--- config.mk ---
export PLATFORM = sky130hd
export DESIGN_NAME = regfile_port_arbiter_flat
export DESIGN_NICKNAME = d
export VERILOG_FILES = /design/src/rtl/scmips_pkg.sv /design/src/rtl/regfile_port_arbiter_if.sv /design/src/rtl/regfile_port_arbiter_rr_arbiter2.sv /design/src/rtl/regfile_port_arbiter.sv /design/src/flat_wrapper.sv
export SDC_FILE = /design/constraint.sdc
export NUM_CORES = 1
export LEC_CHECK = 0
export CAP_MARGIN = 40
export CELL_PAD_IN_SITES_DETAIL_PLACEMENT = 2
export CELL_PAD_IN_SITES_GLOBAL_PLACEMENT = 2
export CORE_ASPECT_RATIO = 2
export CORE_UTILIZATION = 20
export DETAILED_ROUTE_END_ITERATION = 16
export GPL_TIMING_DRIVEN = 0
export HOLD_SLACK_MARGIN = 0.15
export MAX_ROUTING_LAYER = met4
export PLACE_DENSITY_LB_ADDON = 0.1
export SETUP_SLACK_MARGIN = 0.1
export SLEW_MARGIN = 0
export SYNTH_ARGS = -nofsm -noshare
export SYNTH_HDL_FRONTEND = slang
export SYNTH_SLANG_ARGS = --single-unit
--- constraint.sdc ---
create_clock -name clk -period 1.8 [get_ports clk]
set_input_delay 0.45 -clock clk [delete_from_list [all_inputs] [get_ports clk]]
set_output_delay 0.45 -clock clk [all_outputs]
set_load 0.005 [all_outputs]
--- src/rtl/scmips_pkg.sv ---
// ============================================================================
// Module   : scmips_pkg
// Brief    : Shared types and constants for the register-file port arbiter.
// Revision : 1.0 - initial release
// ============================================================================
`default_nettype none

package scmips_pkg;

  localparam int RF_ADDR_W = 3;
  localparam int RF_DATA_W = 8;

  localparam logic RF_READ  = 1'b0;
  localparam logic RF_WRITE = 1'b1;

  typedef enum logic [0:0] {
    INIT = 1'b0,
    ARB  = 1'b1
  } rfa_state_t;

endpackage

`default_nettype wire

--- src/rtl/regfile_port_arbiter_if.sv ---
// ============================================================================
// Module   : regfile_port_arbiter_if
// Brief    : Core, debug and register-file signal bundle for the arbiter.
// Revision : 1.0 - initial release
// ============================================================================
`default_nettype none

interface regfile_port_arbiter_if #(
  parameter int ADDR_W = scmips_pkg::RF_ADDR_W,
  parameter int DATA_W = scmips_pkg::RF_DATA_W
) ();

  logic              c_req;
  logic              c_we;
  logic [ADDR_W-1:0] c_raddr1;
  logic [ADDR_W-1:0] c_raddr2;
  logic [ADDR_W-1:0] c_waddr;
  logic [DATA_W-1:0] c_wdata;
  logic              c_gnt;
  logic [DATA_W-1:0] c_rdata1;
  logic [DATA_W-1:0] c_rdata2;
  logic              c_rvalid;

  logic              d_req;
  logic              d_we;
  logic [ADDR_W-1:0] d_addr;
  logic [DATA_W-1:0] d_wdata;
  logic              d_gnt;
  logic [DATA_W-1:0] d_rdata;
  logic              d_rvalid;

  logic [ADDR_W-1:0] rf_read_1;
  logic [ADDR_W-1:0] rf_read_2;
  logic [ADDR_W-1:0] rf_write;
  logic              rf_read_write;
  logic [DATA_W-1:0] rf_in_data;
  logic [DATA_W-1:0] rf_out_1;
  logic [DATA_W-1:0] rf_out_2;

  logic              init_done;

  modport slave (
    input  c_req, c_we, c_raddr1, c_raddr2, c_waddr, c_wdata,
    output c_gnt, c_rdata1, c_rdata2, c_rvalid,
    input  d_req, d_we, d_addr, d_wdata,
    output d_gnt, d_rdata, d_rvalid,
    output rf_read_1, rf_read_2, rf_write, rf_read_write, rf_in_data,
    input  rf_out_1, rf_out_2,
    output init_done
  );

  modport master (
    output c_req, c_we, c_raddr1, c_raddr2, c_waddr, c_wdata,
    input  c_gnt, c_rdata1, c_rdata2, c_rvalid,
    output d_req, d_we, d_addr, d_wdata,
    input  d_gnt, d_rdata, d_rvalid,
    input  rf_read_1, rf_read_2, rf_write, rf_read_write, rf_in_data,
    output rf_out_1, rf_out_2,
    input  init_done
  );

endinterface

`default_nettype wire

--- src/rtl/regfile_port_arbiter_rr_arbiter2.sv ---
// ============================================================================
// Module   : rr_arbiter2
// Brief    : Two-way round-robin grant; last_q remembers the most recent winner.
// Revision : 1.0 - initial release
// ============================================================================
`default_nettype none

module rr_arbiter2 (
  input  logic       clk,
  input  logic       rst_n,
  input  logic       en_i,
  input  logic [1:0] req_i,
  output logic [1:0] gnt_o
);

  logic       last_q;
  logic       last_d;
  logic [1:0] gnt;

  // On a tie the side that did not win last time is served.
  always_comb begin
    gnt = 2'b00;
    if (en_i) begin
      case (req_i)
        2'b01:   gnt = 2'b01;
        2'b10:   gnt = 2'b10;
        2'b11:   gnt = last_q ? 2'b01 : 2'b10;
        default: gnt = 2'b00;
      endcase
    end
    last_d = last_q;
    if (gnt[0]) begin
      last_d = 1'b0;
    end else if (gnt[1]) begin
      last_d = 1'b1;
    end
  end

  always_ff @(posedge clk or negedge rst_n) begin
    if (!rst_n) begin
      last_q <= 1'b1;
    end else begin
      last_q <= last_d;
    end
  end

  assign gnt_o = gnt;

endmodule

`default_nettype wire

--- src/rtl/regfile_port_arbiter.sv ---
// ============================================================================
// Module   : regfile_port_arbiter
// Brief    : Clears the register file after reset, then shares its single
//            port between core and debug requesters with registered read data.
// Revision : 1.0 - initial release
// ============================================================================
`default_nettype none

module regfile_port_arbiter
  import scmips_pkg::*;
#(
  parameter int NUM_REGS = 8,
  parameter int ADDR_W   = RF_ADDR_W,
  parameter int DATA_W   = RF_DATA_W
) (
  input  logic                   clk,
  input  logic                   rst_n,
  regfile_port_arbiter_if.slave  bus
);

  localparam logic [ADDR_W:0] INIT_LAST = (ADDR_W+1)'(NUM_REGS - 1);

  rfa_state_t        state_q, state_d;
  logic [ADDR_W:0]   init_cnt_q, init_cnt_d;
  logic              init_done_q, init_done_d;
  logic [DATA_W-1:0] c_rdata1_q, c_rdata2_q, d_rdata_q;
  logic              c_rvalid_q, d_rvalid_q;

  logic              arb_en;
  logic              gnt_core;
  logic              gnt_dbg;
  logic              rf_rw;
  logic [ADDR_W-1:0] rf_r1, rf_r2, rf_w;
  logic [DATA_W-1:0] rf_wd;

  assign arb_en = rst_n && (state_q == ARB);

  rr_arbiter2 u_rr (
    .clk   (clk),
    .rst_n (rst_n),
    .en_i  (arb_en),
    .req_i ({bus.d_req, bus.c_req}),
    .gnt_o ({gnt_dbg, gnt_core})
  );

  always_comb begin
    state_d     = state_q;
    init_cnt_d  = init_cnt_q;
    init_done_d = init_done_q;
    rf_rw       = RF_READ;
    rf_r1       = '0;
    rf_r2       = '0;
    rf_w        = '0;
    rf_wd       = '0;
    case (state_q)
      INIT: begin
        rf_rw      = RF_WRITE;
        rf_w       = init_cnt_q[ADDR_W-1:0];
        init_cnt_d = init_cnt_q + 1'b1;
        if (init_cnt_q == INIT_LAST) begin
          state_d     = ARB;
          init_done_d = 1'b1;
        end
      end
      ARB: begin
        if (gnt_core) begin
          if (bus.c_we) begin
            rf_rw = RF_WRITE;
            rf_w  = bus.c_waddr;
            rf_wd = bus.c_wdata;
          end else begin
            rf_r1 = bus.c_raddr1;
            rf_r2 = bus.c_raddr2;
          end
        end else if (gnt_dbg) begin
          if (bus.d_we) begin
            rf_rw = RF_WRITE;
            rf_w  = bus.d_addr;
            rf_wd = bus.d_wdata;
          end else begin
            rf_r1 = bus.d_addr;
          end
        end
      end
      default: state_d = INIT;
    endcase
    // The clear sequence must not write while reset is still held.
    if (!rst_n) begin
      rf_rw = RF_READ;
    end
  end

  always_ff @(posedge clk or negedge rst_n) begin
    if (!rst_n) begin
      state_q     <= INIT;
      init_cnt_q  <= '0;
      init_done_q <= 1'b0;
      c_rdata1_q  <= '0;
      c_rdata2_q  <= '0;
      d_rdata_q   <= '0;
      c_rvalid_q  <= 1'b0;
      d_rvalid_q  <= 1'b0;
    end else begin
      state_q     <= state_d;
      init_cnt_q  <= init_cnt_d;
      init_done_q <= init_done_d;
      c_rvalid_q  <= gnt_core && !bus.c_we;
      d_rvalid_q  <= gnt_dbg && !bus.d_we;
      if (gnt_core && !bus.c_we) begin
        c_rdata1_q <= bus.rf_out_1;
        c_rdata2_q <= bus.rf_out_2;
      end
      if (gnt_dbg && !bus.d_we) begin
        d_rdata_q <= bus.rf_out_1;
      end
    end
  end

  assign bus.c_gnt         = gnt_core;
  assign bus.d_gnt         = gnt_dbg;
  assign bus.c_rdata1      = c_rdata1_q;
  assign bus.c_rdata2      = c_rdata2_q;
  assign bus.c_rvalid      = c_rvalid_q;
  assign bus.d_rdata       = d_rdata_q;
  assign bus.d_rvalid      = d_rvalid_q;
  assign bus.rf_read_1     = rf_r1;
  assign bus.rf_read_2     = rf_r2;
  assign bus.rf_write      = rf_w;
  assign bus.rf_read_write = rf_rw;
  assign bus.rf_in_data    = rf_wd;
  assign bus.init_done     = init_done_q;

endmodule

`default_nettype wire

--- src/flat_wrapper.sv ---
// flat-port wrapper written by rule: the top's interface ports become plain ports
module regfile_port_arbiter_flat import scmips_pkg::*;
#(
  parameter int NUM_REGS = 8,
  parameter int ADDR_W   = RF_ADDR_W,
  parameter int DATA_W   = RF_DATA_W
)
  (clk, rst_n, bus_c_req, bus_c_we, bus_c_raddr1, bus_c_raddr2, bus_c_waddr, bus_c_wdata, bus_c_gnt, bus_c_rdata1, bus_c_rdata2, bus_c_rvalid, bus_d_req, bus_d_we, bus_d_addr, bus_d_wdata, bus_d_gnt, bus_d_rdata, bus_d_rvalid, bus_rf_read_1, bus_rf_read_2, bus_rf_write, bus_rf_read_write, bus_rf_in_data, bus_rf_out_1, bus_rf_out_2, bus_init_done);
  regfile_port_arbiter_if #(.ADDR_W(ADDR_W), .DATA_W(DATA_W)) bus_i ();
  input  logic clk;
  input  logic rst_n;
  input wire logic [$bits(bus_i.c_req)-1:0] bus_c_req;
  input wire logic [$bits(bus_i.c_we)-1:0] bus_c_we;
  input wire logic [$bits(bus_i.c_raddr1)-1:0] bus_c_raddr1;
  input wire logic [$bits(bus_i.c_raddr2)-1:0] bus_c_raddr2;
  input wire logic [$bits(bus_i.c_waddr)-1:0] bus_c_waddr;
  input wire logic [$bits(bus_i.c_wdata)-1:0] bus_c_wdata;
  output wire logic [$bits(bus_i.c_gnt)-1:0] bus_c_gnt;
  output wire logic [$bits(bus_i.c_rdata1)-1:0] bus_c_rdata1;
  output wire logic [$bits(bus_i.c_rdata2)-1:0] bus_c_rdata2;
  output wire logic [$bits(bus_i.c_rvalid)-1:0] bus_c_rvalid;
  input wire logic [$bits(bus_i.d_req)-1:0] bus_d_req;
  input wire logic [$bits(bus_i.d_we)-1:0] bus_d_we;
  input wire logic [$bits(bus_i.d_addr)-1:0] bus_d_addr;
  input wire logic [$bits(bus_i.d_wdata)-1:0] bus_d_wdata;
  output wire logic [$bits(bus_i.d_gnt)-1:0] bus_d_gnt;
  output wire logic [$bits(bus_i.d_rdata)-1:0] bus_d_rdata;
  output wire logic [$bits(bus_i.d_rvalid)-1:0] bus_d_rvalid;
  output wire logic [$bits(bus_i.rf_read_1)-1:0] bus_rf_read_1;
  output wire logic [$bits(bus_i.rf_read_2)-1:0] bus_rf_read_2;
  output wire logic [$bits(bus_i.rf_write)-1:0] bus_rf_write;
  output wire logic [$bits(bus_i.rf_read_write)-1:0] bus_rf_read_write;
  output wire logic [$bits(bus_i.rf_in_data)-1:0] bus_rf_in_data;
  input wire logic [$bits(bus_i.rf_out_1)-1:0] bus_rf_out_1;
  input wire logic [$bits(bus_i.rf_out_2)-1:0] bus_rf_out_2;
  output wire logic [$bits(bus_i.init_done)-1:0] bus_init_done;
  assign bus_i.c_req = bus_c_req;
  assign bus_i.c_we = bus_c_we;
  assign bus_i.c_raddr1 = bus_c_raddr1;
  assign bus_i.c_raddr2 = bus_c_raddr2;
  assign bus_i.c_waddr = bus_c_waddr;
  assign bus_i.c_wdata = bus_c_wdata;
  assign bus_c_gnt = bus_i.c_gnt;
  assign bus_c_rdata1 = bus_i.c_rdata1;
  assign bus_c_rdata2 = bus_i.c_rdata2;
  assign bus_c_rvalid = bus_i.c_rvalid;
  assign bus_i.d_req = bus_d_req;
  assign bus_i.d_we = bus_d_we;
  assign bus_i.d_addr = bus_d_addr;
  assign bus_i.d_wdata = bus_d_wdata;
  assign bus_d_gnt = bus_i.d_gnt;
  assign bus_d_rdata = bus_i.d_rdata;
  assign bus_d_rvalid = bus_i.d_rvalid;
  assign bus_rf_read_1 = bus_i.rf_read_1;
  assign bus_rf_read_2 = bus_i.rf_read_2;
  assign bus_rf_write = bus_i.rf_write;
  assign bus_rf_read_write = bus_i.rf_read_write;
  assign bus_rf_in_data = bus_i.rf_in_data;
  assign bus_i.rf_out_1 = bus_rf_out_1;
  assign bus_i.rf_out_2 = bus_rf_out_2;
  assign bus_init_done = bus_i.init_done;
  regfile_port_arbiter #(.NUM_REGS(NUM_REGS), .ADDR_W(ADDR_W), .DATA_W(DATA_W)) u_core (.clk(clk), .rst_n(rst_n), .bus(bus_i));
endmodule
==> results.cfg <==
[floorplanning]
core-area_um2 = 7601
die-area_um2 = 8263
die_x_um = 64.78
die_y_um = 127.6
floorplan.initialDensity = 0.2074
ioPinCount = 97
rows = 45

[place]
dp_hpwl_um = 4042
port_buffers = 96
gp_congestion = 0.6788

[critical_path]
critPathTopFamily = flip-flops
path_class = reg -> out
slowest_stage = dfstp_2
critPathArrivalTime_ns = 1.75
r2r_setup_slack_ns = -0.24
r2r-end = u_core.bus.c_rdata2[4]
worstPathMaxFanout = 4
slowest_delay_ns = 0.57
path_cells = nand2b_4 -> and4b_1 -> buf_6 -> buf_8 -> buf_6 -> a22o_1 -> buf_2
cp.required_ns = 1.35
reg2regPathDepth = 10
crit_buf_inv = 4
startpoint_type = flop
reg2reg_from = u_core.u_rr.last_q
end_kind = output pin
crit_top_cell = buf_6

[cts]
numCtsBuffers = 5
cts_tree = done
clk_pin_slew_worst_paths_ns = 0.06
clkSinkCount = 33
clock_path_buffers = 2
h-tree-depth = 2
clock_latency_ns = 0.28
ctsRootBufferMaster = clkbuf_16

[drt]
drtIter0Drc = 12
routed_wl_um = 6050
route.detailed.drc = 0
wl_per_cell_um = 17.85
first_pass_iters = 3
ant_nets = 0
viasPerCell = 4.327
via_count = 1467

[power_and_ir_drop]
power_mw = 2.723
leakagePower_nw = 1.443
ir_drop_v = 0.0007089
p_per_area_nw_per_um2 = 866.7

[min_path]
worstHoldEndpoint = u_core.bus.init_done
hold_class = reg -> reg
worstHoldPathCells = 1
hold_start = u_core.bus.init_done

[final_layout]
final_cell_mix = clkdlybuf4s50_1, dfrtp_1, buf_6
antennaDiodeCount = 0
final_common_cell = clkdlybuf4s50_1
fillerInstances = 797
nNetsFinal = 295
regArea_um2 = 828.3
drive_above_1_share = 0.4286
multi_input_area_um2 = 733.2
area_delta_synth_final_pct = 99.29

[timing]
max_slew_margin = 0.8035
fin_worst_skew_ns = 0.004837
fmax_mhz = 454.8
finalSetupViolations = 33
slew_viol_final = 0
rsz0062_at_grt = true
finalCriticalPeriod_ns = 2.199
fin_tns_setup_ns = -8.314
post-route-period-util = 1.222
worst_pin_slew_ns = 0.2926
finalHoldViolations = 0
fin_ws_ns = -0.3990

[grt]
grt_first_pass_wirelength_um = 9487
grt_start_max_net_pins = 33
antenna_found_initial = 0
grt_pass1_vias = 1731
gr-total-overflow = 0
grtUsageTotal = 0.1600

[logic_synthesis]
synth_seq_cells = 33
yosysSeqAreaShare = 0.5246
synth-main-ff-cell = dfrtp_1
synth_edf_count = 0
syn_area_per_cell_um2 = 14.20
netlist_instances = 111
yosys_warnings = 0
synth_nets = 162
synth_area_um2 = 1577
synthDistinctLibCells = 33
synthArstFlopShare = 1.000

[outcome]
outcome = finished, violations left
violations = setup timing

[run]
cap_violations = 0
[metal layers]
metal  vias to the layer above  GRT usage  routed length (um)
li1                        671          -                   -
met1                       717     0.1565                2042
met2                        74     0.2996                3498
met3                         5    0.03125                 410
met4                         0    0.05882                  98
met5                         -          -                   0
[sequential cells by signal, summed over array words and instances, names as in the netlist]
register	count
u_core.bus.c_rdata1	8
u_core.bus.c_rdata2	8
u_core.bus.c_rvalid	1
u_core.bus.d_rdata	8
u_core.bus.d_rvalid	1
u_core.bus.init_done	1
u_core.init_cnt_q	4
u_core.state_q	1
u_core.u_rr.last_q	1
[cell usage after synthesis (all sizes together) (2+ instances only)]
cell type	count	area share
and2b	2	0.011
a21o	2	0.0095
and3	2	0.0095
dfrtp	32	0.51
nor3	2	0.0095
a221o	3	0.019
xnor2	3	0.017
mux2	25	0.21
and2	4	0.017
buf	6	0.040
a22o	11	0.061
nand2	5	0.012
[repair_timing]
action	4_1_cts	5_1_grt
resized for setup	115	9
buffers inserted	22	6
setup endpoints to repair	46	37
endpoints found under the hold margin	32	0
cloned	2	0
pin swaps	15	3
hold buffers	2	0
[worst max path at each step]
stage	depth (start not counted)	slack (ns)	endpoint	startpoint
6_report	7	-0.40	bus_rf_read_1[2]	u_core.u_rr.last_q
5_1_grt	7	-0.48	bus_rf_read_1[1]	u_core.u_rr.last_q
4_1_cts	7	-0.40	bus_rf_read_1[2]	u_core.u_rr.last_q
3_5_place_dp	6	-1.34	bus_rf_read_1[2]	rst_n
3_3_place_gp	6	-2.29	bus_rf_read_1[1]	rst_n
2_1_floorplan	5	0.08	bus_rf_read_1[0]	rst_n
[through the flow]
step / util / instances / hold slack, ns / cell area [um2] / setup slack, ns
after floorplan: - / 111 / 0.1544 / 1590 / 0.08045
after global placement: 0.3511 / 301 / 0.4543 / 2669 / -2.293
after detailed placement: 0.3505 / 301 / 0.4598 / 2664 / -1.336
after CTS: 0.4056 / 335 / 0.4721 / 3083 / -0.3972
after global routing: 0.4133 / 339 / 0.4925 / 3142 / -0.4834
final: 0.4133 / 339 / 0.4661 / 3142 / -0.3990
[layout make-up]
| cell class | instances | share of cell area |
|---|---|---|
| Buffer | 6 | 0.02549 |
| Clock buffer | 7 | 0.04859 |
| Clock inverter | 1 | 0.001593 |
| Inverter | 1 | 0.001195 |
| Multi-Input combinational cell | 71 | 0.2334 |
| Sequential cell | 33 | 0.2636 |
| Tap cell | 94 | 0.03744 |
| Timing Repair Buffer | 126 | 0.3887 |
[power by group]
part,switching (mW),total [mW],leakage (nW),internal (mW)
Sequential,0.0896,0.979,0.390,0.889
Combinational,0.239,0.842,0.973,0.604
Clock,0.316,0.902,0.0799,0.585
Total,0.645,2.72,1.44,2.08
[cells by family after synthesis]
kind of cell	Yosys count	share of synthesized area
simple gates	21	0.08571
xor+xnor	3	0.01667
fa+ha+maj	1	0.007935
buf+inv	7	0.04285
flops	33	0.5246
compound gates	21	0.1127
mux	25	0.2095
[worst register-to-register path: cells and delay by family, from the launching register on]
kind	cells	cell delay, ns
flops	1	0.57
mux	1	0.30
simple gates	2	0.35
buf+inv	7	0.69
(Power assumes the default switching activity.)
